==> config.mk <==
export PLATFORM = sky130hd
export DESIGN_NAME = alu_iter_exec_flat
export DESIGN_NICKNAME = d
export VERILOG_FILES = /design/src/rtl/alu_iter_exec_if.sv /design/src/rtl/alu_iter_exec.sv /design/src/flat_wrapper.sv
export SDC_FILE = /design/constraint.sdc
export NUM_CORES = 1
export LEC_CHECK = 0
export ABC_AREA = 1
export CORE_MARGIN = 4
export CORE_UTILIZATION = 40
export CTS_CLUSTER_SIZE = 25
export DETAILED_ROUTE_END_ITERATION = 7
export SYNTH_ARGS = -nofsm -noshare
export SYNTH_HDL_FRONTEND = slang
export SYNTH_SLANG_ARGS = --single-unit
export TNS_END_PERCENT = 20
==> constraint.sdc <==
create_clock -name clk -period 3.2 [get_ports clk]
set_clock_uncertainty 0.1 [all_clocks]
set_input_delay 0.64 -clock clk [delete_from_list [all_inputs] [get_ports clk]]
set_output_delay 0.64 -clock clk [all_outputs]
set_load 0.02 [all_outputs]
==> src/rtl/alu_iter_exec_if.sv <==
// ALU control code type shared by the decoder and the execute unit, plus the
// request/response bus used to talk to alu_iter_exec.

package alu_iter_pkg;

    // Encoding follows {funct7[5], funct3} so the decoder can pass it straight through.
    typedef enum logic [3:0] {
        ALU_ADD  = 4'b0000,
        ALU_SLL  = 4'b0001,
        ALU_SLT  = 4'b0010,
        ALU_SLTU = 4'b0011,
        ALU_XOR  = 4'b0100,
        ALU_SRL  = 4'b0101,
        ALU_OR   = 4'b0110,
        ALU_AND  = 4'b0111,
        ALU_SUB  = 4'b1000,
        ALU_SRA  = 4'b1101
    } alu_t;

endpackage

// Request side (in_valid/in_ready plus operands) and response side
// (out_valid/out_ready plus result flags) of the iterative execute unit.
interface alu_iter_exec_if #(
    parameter int XLEN = 32
);
    logic               in_valid;
    logic               in_ready;
    alu_iter_pkg::alu_t aluctr;
    logic [XLEN-1:0]    op_a;
    logic [XLEN-1:0]    op_b;
    logic               out_valid;
    logic               out_ready;
    logic [XLEN-1:0]    result;
    logic               zero;
    logic               illegal;

    // Requester / result consumer (pipeline side).
    modport master (
        output in_valid,
        output aluctr,
        output op_a,
        output op_b,
        output out_ready,
        input  in_ready,
        input  out_valid,
        input  result,
        input  zero,
        input  illegal
    );

    // Execute unit side.
    modport slave (
        input  in_valid,
        input  aluctr,
        input  op_a,
        input  op_b,
        input  out_ready,
        output in_ready,
        output out_valid,
        output result,
        output zero,
        output illegal
    );

endinterface

==> src/rtl/alu_iter_exec.sv <==
// Iterative ALU execute unit. Single-cycle ops finish at the accept edge;
// shifts walk an accumulator SHIFT_STEP bits per cycle so only a small shifter
// is needed. Results are held in DONE until the consumer takes them.
// The XLEN parameter must match the XLEN of the connected interface instance.

module alu_iter_exec
    import alu_iter_pkg::*;
#(
    parameter int XLEN       = 32,
    parameter int SHIFT_STEP = 1
) (
    input  logic              clk,
    input  logic              rst_n,
    alu_iter_exec_if.slave    bus
);

    localparam int SHW = $clog2(XLEN);
    localparam logic [SHW:0] STEP_W = (SHW+1)'(SHIFT_STEP);

    typedef enum logic [1:0] {
        IDLE  = 2'd0,
        SHIFT = 2'd1,
        DONE  = 2'd2
    } state_t;

    state_t          r_state;
    state_t          w_state_nxt;

    logic [XLEN-1:0] r_result;
    logic [XLEN-1:0] w_result_nxt;
    logic            r_illegal;
    logic            w_illegal_nxt;
    logic [XLEN-1:0] r_acc;
    logic [XLEN-1:0] w_acc_nxt;
    logic [SHW-1:0]  r_rem;
    logic [SHW-1:0]  w_rem_nxt;
    logic            r_left;
    logic            w_left_nxt;
    logic            r_fill;
    logic            w_fill_nxt;

    logic [SHW:0]    w_k;
    logic [SHW:0]    w_rem_left;
    logic [XLEN-1:0] w_fill_mask;
    logic [XLEN-1:0] w_shifted;

    logic [XLEN-1:0] w_alu;
    logic            w_alu_illegal;
    logic            w_is_shift;
    logic [SHW-1:0]  w_shamt;

    // One shift iteration: step by min(rem, SHIFT_STEP), filling with zeros or the captured sign.
    always_comb begin
        w_k = STEP_W;
        if ({1'b0, r_rem} < STEP_W) begin
            w_k = {1'b0, r_rem};
        end
        w_rem_left  = {1'b0, r_rem} - w_k;
        w_fill_mask = ~({XLEN{1'b1}} >> w_k);
        w_shifted   = '0;
        if (r_left) begin
            w_shifted = r_acc << w_k;
        end else begin
            w_shifted = (r_acc >> w_k) | (r_fill ? w_fill_mask : '0);
        end
    end

    // Decode the incoming request; shifts pass op_a through so shamt==0 completes immediately.
    always_comb begin
        w_alu         = '0;
        w_alu_illegal = 1'b0;
        w_is_shift    = 1'b0;
        w_shamt       = bus.op_b[SHW-1:0];
        case (bus.aluctr)
            ALU_ADD:  w_alu = bus.op_a + bus.op_b;
            ALU_SUB:  w_alu = bus.op_a - bus.op_b;
            ALU_SLT:  w_alu = {{(XLEN-1){1'b0}}, ($signed(bus.op_a) < $signed(bus.op_b))};
            ALU_SLTU: w_alu = {{(XLEN-1){1'b0}}, (bus.op_a < bus.op_b)};
            ALU_XOR:  w_alu = bus.op_a ^ bus.op_b;
            ALU_OR:   w_alu = bus.op_a | bus.op_b;
            ALU_AND:  w_alu = bus.op_a & bus.op_b;
            ALU_SLL, ALU_SRL, ALU_SRA: begin
                w_is_shift = 1'b1;
                w_alu      = bus.op_a;
            end
            default:  w_alu_illegal = 1'b1;
        endcase
    end

    // Next-state and next-datapath values; registers hold unless the state says otherwise.
    always_comb begin
        w_state_nxt   = r_state;
        w_result_nxt  = r_result;
        w_illegal_nxt = r_illegal;
        w_acc_nxt     = r_acc;
        w_rem_nxt     = r_rem;
        w_left_nxt    = r_left;
        w_fill_nxt    = r_fill;
        case (r_state)
            IDLE: begin
                if (bus.in_valid) begin
                    if (w_is_shift && (w_shamt != '0)) begin
                        w_acc_nxt   = bus.op_a;
                        w_rem_nxt   = w_shamt;
                        w_left_nxt  = (bus.aluctr == ALU_SLL);
                        w_fill_nxt  = (bus.aluctr == ALU_SRA) && bus.op_a[XLEN-1];
                        w_state_nxt = SHIFT;
                    end else begin
                        w_result_nxt  = w_alu;
                        w_illegal_nxt = w_alu_illegal;
                        w_state_nxt   = DONE;
                    end
                end
            end
            SHIFT: begin
                w_acc_nxt = w_shifted;
                w_rem_nxt = w_rem_left[SHW-1:0];
                if (w_rem_left == '0) begin
                    w_result_nxt  = w_shifted;
                    w_illegal_nxt = 1'b0;
                    w_state_nxt   = DONE;
                end
            end
            DONE: begin
                if (bus.out_ready) begin
                    w_state_nxt = IDLE;
                end
            end
            default: begin
                w_state_nxt = IDLE;
            end
        endcase
    end

    // State register; reset aborts any shift or pending result.
    always_ff @(posedge clk) begin
        if (!rst_n) begin
            r_state <= IDLE;
        end else begin
            r_state <= w_state_nxt;
        end
    end

    // Result, flags and shift working registers.
    always_ff @(posedge clk) begin
        if (!rst_n) begin
            r_result  <= '0;
            r_illegal <= 1'b0;
            r_acc     <= '0;
            r_rem     <= '0;
            r_left    <= 1'b0;
            r_fill    <= 1'b0;
        end else begin
            r_result  <= w_result_nxt;
            r_illegal <= w_illegal_nxt;
            r_acc     <= w_acc_nxt;
            r_rem     <= w_rem_nxt;
            r_left    <= w_left_nxt;
            r_fill    <= w_fill_nxt;
        end
    end

    assign bus.in_ready  = (r_state == IDLE);
    assign bus.out_valid = (r_state == DONE);
    assign bus.result    = r_result;
    assign bus.zero      = (r_result == '0);
    assign bus.illegal   = r_illegal;

endmodule

==> src/flat_wrapper.sv <==
// flat-port wrapper written by rule: the top's interface ports become plain ports
module alu_iter_exec_flat import alu_iter_pkg::*;
#(
    parameter int XLEN       = 32,
    parameter int SHIFT_STEP = 1
)
  (clk, rst_n, bus_in_valid, bus_aluctr, bus_op_a, bus_op_b, bus_out_ready, bus_in_ready, bus_out_valid, bus_result, bus_zero, bus_illegal);
  alu_iter_exec_if #(.XLEN(XLEN)) bus_i ();
  input  logic clk;
  input  logic rst_n;
  input wire logic [$bits(bus_i.in_valid)-1:0] bus_in_valid;
  input wire logic [$bits(bus_i.aluctr)-1:0] bus_aluctr;
  input wire logic [$bits(bus_i.op_a)-1:0] bus_op_a;
  input wire logic [$bits(bus_i.op_b)-1:0] bus_op_b;
  input wire logic [$bits(bus_i.out_ready)-1:0] bus_out_ready;
  output wire logic [$bits(bus_i.in_ready)-1:0] bus_in_ready;
  output wire logic [$bits(bus_i.out_valid)-1:0] bus_out_valid;
  output wire logic [$bits(bus_i.result)-1:0] bus_result;
  output wire logic [$bits(bus_i.zero)-1:0] bus_zero;
  output wire logic [$bits(bus_i.illegal)-1:0] bus_illegal;
  assign bus_i.in_valid = bus_in_valid;
  assign bus_i.aluctr = bus_aluctr;
  assign bus_i.op_a = bus_op_a;
  assign bus_i.op_b = bus_op_b;
  assign bus_i.out_ready = bus_out_ready;
  assign bus_in_ready = bus_i.in_ready;
  assign bus_out_valid = bus_i.out_valid;
  assign bus_result = bus_i.result;
  assign bus_zero = bus_i.zero;
  assign bus_illegal = bus_i.illegal;
  alu_iter_exec #(.XLEN(XLEN), .SHIFT_STEP(SHIFT_STEP)) u_core (.clk(clk), .rst_n(rst_n), .bus(bus_i));
endmodule
Yosys cells after proc, flatten, opt, wreduce, memory -nomap -nowiden
Cells that the tools add are included.

word-level totals
  flip-flop bits (word level) = 74
  output and inout bits = 36
  logic and storage cells = 76
  input bits = 72

operators by class
  reduce and logical (&&, ||, !) cells = 14
  order comparisons = 3
  shift-type cells = 3
  multiplexer cells = 25
  eq/ne operators = 16
  bitwise logic cells = 5
  add/sub/neg operators = 3

operator list
  cell                                                                   number
  32-bit one-hot mux with 8 select lines                                 1
  32-bit 2-to-1 mux                                                      7
  32-bit one-hot mux with 2 select lines                                 2
  32-bit less-than comparator                                            2
  32-bit OR                                                              2
  32-bit adder                                                           1
  32-bit AND                                                             1
  32-bit logical NOT                                                     1
  32-bit inverter                                                        1
  32-bit by 5-bit left shift with 32-bit output                          1
  32-bit by 5-bit >> shifter with 32-bit output                          1
  32-bit by 5-bit >> shifter with 32-bit output, first input constant    1
  32-bit subtractor                                                      1
  32-bit bitwise XOR                                                     1
  4-bit by 3-bit equality test with 1-bit output, second input constant  4
  5-bit 2-to-1 mux                                                       3
  5-bit one-hot mux with 2 select lines                                  1
  10-bit OR reduction                                                    1
  3-bit AND reduction                                                    3
  4-bit by 2-bit equality test with 1-bit output, second input constant  2
  4-bit equality test, second input constant                             2
  2-bit 2-to-1 mux                                                       4
  6-bit logical NOT                                                      1
  2-bit != test, second input constant                                   3
  other kinds (16)                                                       22

Depth between registers and ports, before layout
  depth in word-level cells = 9
  gate-level depth with buffers = 18
  mapped depth without buffers = 18

Least setup slack after synthesis
No wires, ideal clock.

  path kind = input to register
  start point = input port bus_op_a[0]
  end point = register u_core.r_result[0], in the netlist u_core.bus.result[0]
  cell stages on the path = 17
  path buffers = 0
  library setup time = 0.070 ns
  setup slack = 0.817 ns
  required time = 3.030 ns
  arrival = 2.213 ns
  cells stage by stage = inv_1 ha_1 inv_1 fa_1 nand3_1 nand2_1 nand3_1 nand2_1 nand2_1 nand2_1 nand2_1 nand2_1 nand2_1 nand3_1 nand2_1 nand2_1 a21oi_1

on the way
  word-level cells in the longest chain between the ends = 5
  elaborated cells on any way between the ends = 11
  those cells by class = add/sub: 2; order compare: 2; mux: 4; bitwise: 3

RTL lines
  element                                     line                  RTL
  start: declaration                          flat_wrapper.sv:13    input wire logic [$bits(bus_i.op_a)-1:0] bus_op_a;
  32-bit subtractor (tied with other cells)   alu_iter_exec.sv:76   ALU_SUB: w_alu = bus.op_a - bus.op_b;
  32-bit one-hot mux with 8 select lines (*)  alu_iter_exec.sv:74   case (bus.aluctr)
  32-bit 2-to-1 mux (*)                       alu_iter_exec.sv:102  if (w_is_shift && (w_shamt != '0)) begin
  32-bit 2-to-1 mux (*)                       alu_iter_exec.sv:101  if (bus.in_valid) begin
  32-bit one-hot mux with 2 select lines (*)  alu_iter_exec.sv:99   case (r_state)
  end signal: assignment                      alu_iter_exec.sv:154  r_result <= w_result_nxt;
  end: declaration                            alu_iter_exec.sv:29   logic [XLEN-1:0] r_result;

Mark *: on every way between the ends. The rest lies on a longest branch, timed or not. The select of a mux whose other input is x is not followed.
A chain may end at the register's enable or synchronous reset.

Final worst setup path
  start point = register u_core.r_result[16], in the netlist u_core.bus.result[16]
  end point = output port bus_zero

on the way
  word-level cells in the longest chain between the ends = 1

RTL lines
  element             line                  RTL
  32-bit logical NOT  alu_iter_exec.sv:166  assign bus.zero = (r_result == '0);
  end: declaration    flat_wrapper.sv:19    output wire logic [$bits(bus_i.zero)-1:0] bus_zero;

Every way passes these cells.

==> impl_metrics.yaml <==
cts:
  clk_path_buf_depth: 2
  clock-sinks: 74
  numCtsBuffers: 9
  clk_pin_slew_worst_paths_ps: 60
  clock-root-buffer: "clkbuf_16"
  clock_latency_ps: 340
  cts_resized: 0
  cts_tree: "done"
  cts_max_level: 3
  cts_setup_buffers: 0
  ctsHoldBuffers: 0
pwr:
  combinationalPowerShare: 0.532
  irDropWorstVdd_mv: 0.2956
  power_leakage_uw: 0.007252
  power.share.switching: 0.4356
  p_per_area_mw_per_mm2: 337.1
  p_int_uw: 2641
  power.switching_uw: 2038
  p_seq_frac: 0.248
  finalPower_uw: 4678
  pwr-share-clk: 0.220
synthesis:
  ys_ff_latch: 74
  yosysUniqueCellTypes: 47
  syn_nets: 2072
  synth_area_sq_mm: 0.01063
  synth.area.top_cells: "nand2_1 (18%), dfxtp_1 (14%), ha_1 (12%), inv_1 (12%), nand3_1 (7.0%)"
  synth.most_common_cell: "nand2_1"
  synth_top_cells_by_count: "nand2_1 (513), inv_1 (335), nor2_1 (165)"
  ys.flop_type: "dfxtp_1"
  synth-edff-count: 0
  synth_top_area_share: 0.1812
  synthArstFlopShare: 0
  syn_area_per_cell_sq_um: 5.611
  yosysWarnings: 0
  synth_cells: 1894
  yosysSeqAreaShare: 0.1394
  synth_area_leader_cell: "nand2_1"
global_routing:
  grt_first_pass_wirelength_um: 71830
  antenna_found_initial: 0
  grt_use_total: 0.3153
  grt_max_degree: 53
  grt_pass1_vias: 12675
  grt_overflow_total: 0
die:
  start_util: 0.4067
  fp.dieW_um: 171
  core_sq_mm: 0.02613
  die_h_um: 171
  pin_count: 108
  row_count: 59
  dieArea_sq_mm: 0.02924
finish:
  num_antenna_cells: 0
  drive_gt1_frac: 0.1398
  fillers: 2811
  nNetsFinal: 2349
  ff_latch_area_sq_mm: 0.001481
  multi_input_area_sq_mm: 0.007470
  synthToLayoutAreaGrowth_pct: 30.60
drt:
  ant_nets: 0
  first_pass_iters: 6
  drc_errors: 0
  via_count: 13582
  drt-initial-drc-count: 1325
  avgViaCountPerCell: 5.411
  wl_per_cell_um: 19.00
  routed_wl_um: 47700
sta:
  drv_slew: 0
  finalHoldViolations: 0
  max_freq_mhz: 327.0
  worst_pin_slew_ps: 908.0
  final.setup.tns_ps: 0
  rsz0062_at_grt: "false"
  period_share: 0.9556
  setup_viol: 0
  fin_crit_ps: 3058
  relSlewSlack: 0.3938
setup_path:
  cp-end-kind: "output pin"
  required_ps: 2460
  critPathMaxStageDelay_ps: 620
  crit_chain: "nor4_1, nand4_1, nor2_1, clkdlybuf4s50_1"
  slowest_stage: "nor4_1"
  crit_buf_inv: 1
  crit_type: "reg2out"
  path_delay_family: "simple AND/OR/NAND/NOR gates"
  critPathArrivalTime_ps: 2320
  start_kind: "register"
  cp_max_fo: 3
place:
  gp_congestion: 1.036
  post-dp-hpwl_um: 39040
  io_buffer_count: 107
flow_run:
  cap_violations: 0
worst_hold_path:
  hp-class: "reg2reg"
outcome:
  outcome: "complete, no violations"
-- power groups by stage --
stage               clock network [uW]  registers (uW)  logic (uW)
floorplan                            0            1230        1290
global placement                     0            1170        2430
detailed placement                   0            1170        2440
CTS                               1030            1160        2450
global route                      1080            1170        2710
finish                            1030            1160        2490
-- layer usage --
| metal | up-vias | global-route usage | wire length (um) |
|---|---|---|---|
| li1 | 6715 | - | - |
| met1 | 6214 | 0.4046 | 20200 |
| met2 | 547 | 0.5343 | 22230 |
| met3 | 106 | 0.03420 | 2851 |
| met4 | 0 | 0.1392 | 2411 |
| met5 | - | 0 | 0 |
-- logic make-up (layout without fill, tap and decap cells) --
logic type | after synthesis | count (layout) | synth area share
AO/OA/AOI/OAI | 379 | 379 | 0.2153
XOR/XNOR | 1 | 1 | 0.0008243
adder cells (fa/ha/maj) | 106 | 106 | 0.1262
flip-flops | 74 | 74 | 0.1394
buffers and inverters | 427 | 708 | 0.1594
AND/OR/NAND/NOR | 907 | 907 | 0.3588
-- layout make-up --
| type | count | area share |
|---|---|---|
| Timing Repair Buffer | 346 | 0.2099 |
| Clock inverter | 5 | 0.003966 |
| Tap cell | 335 | 0.03020 |
| Clock buffer | 10 | 0.01722 |
| Multi-Input combinational cell | 1393 | 0.5382 |
| Inverter | 347 | 0.09384 |
| Sequential cell | 74 | 0.1067 |
-- sequential cells by signal, summed over array words and instances, names as in the netlist --
register,flops
u_core.bus.result,32
u_core.r_left,1
u_core.r_acc,32
u_core.bus.illegal,1
u_core.r_fill,1
u_core.r_state,2
u_core.r_rem,5
-- metrics by stage --
step	instances	worst slack [ps]	instance area [sq um]	util	hold WS [ps]
5_1_grt	2510	1.758	13880	0.5311	397.6
3_3_place_gp	2495	-284.4	13570	0.5192	354.6
3_5_place_dp	2495	-276.6	13570	0.5192	364.8
6_report	2510	142.2	13880	0.5311	369.1
2_1_floorplan	1894	816.9	10630	-	334.4
4_1_cts	2510	63.26	13860	0.5305	373.6
-- worst register-to-register path, cell delays in order (launching register included) --
cell and delay [ps]:
dfxtp_1 360, nor2_4 180, nand3_2 100, nand2_1 100
ha_1 220, nand3_1 90, nand2_1 110, nand2_1 90
nor2_4 330, inv_2 270, nor2_1 250, a21oi_1 100
-- path summary, 6_finish.rpt --
check / from / endpoint / slack [ps] / cells past startpoint
worst max-delay path: u_core.bus.result[16]$_SDFFE_PN0P_ / bus_zero / 140 / 4
worst min-delay path: u_core.r_rem[4]$_SDFFE_PN0P_ / u_core.r_rem[4]$_SDFFE_PN0P_ / 370 / 2
worst min register to register: u_core.r_rem[4]$_SDFFE_PN0P_ / u_core.r_rem[4]$_SDFFE_PN0P_ / 370 / 2
worst max register to register: u_core.r_rem[1]$_SDFFE_PN0P_ / u_core.bus.result[10]$_SDFFE_PN0P_ / 780 / 11
-- layout by cell type, fill, tap and decap left out, drive strengths merged, types with 27 or more instances in the layout --
master / n
ha: 104
buf: 240
a221oi: 37
nand4: 27
a21oi: 115
inv: 347
o21ai: 128
nand2: 517
clkdlybuf4s50: 105
nand3: 150
nor2: 174
o22ai: 37
dfxtp: 74
No activity file was read; power rests on OpenSTA's default activity.
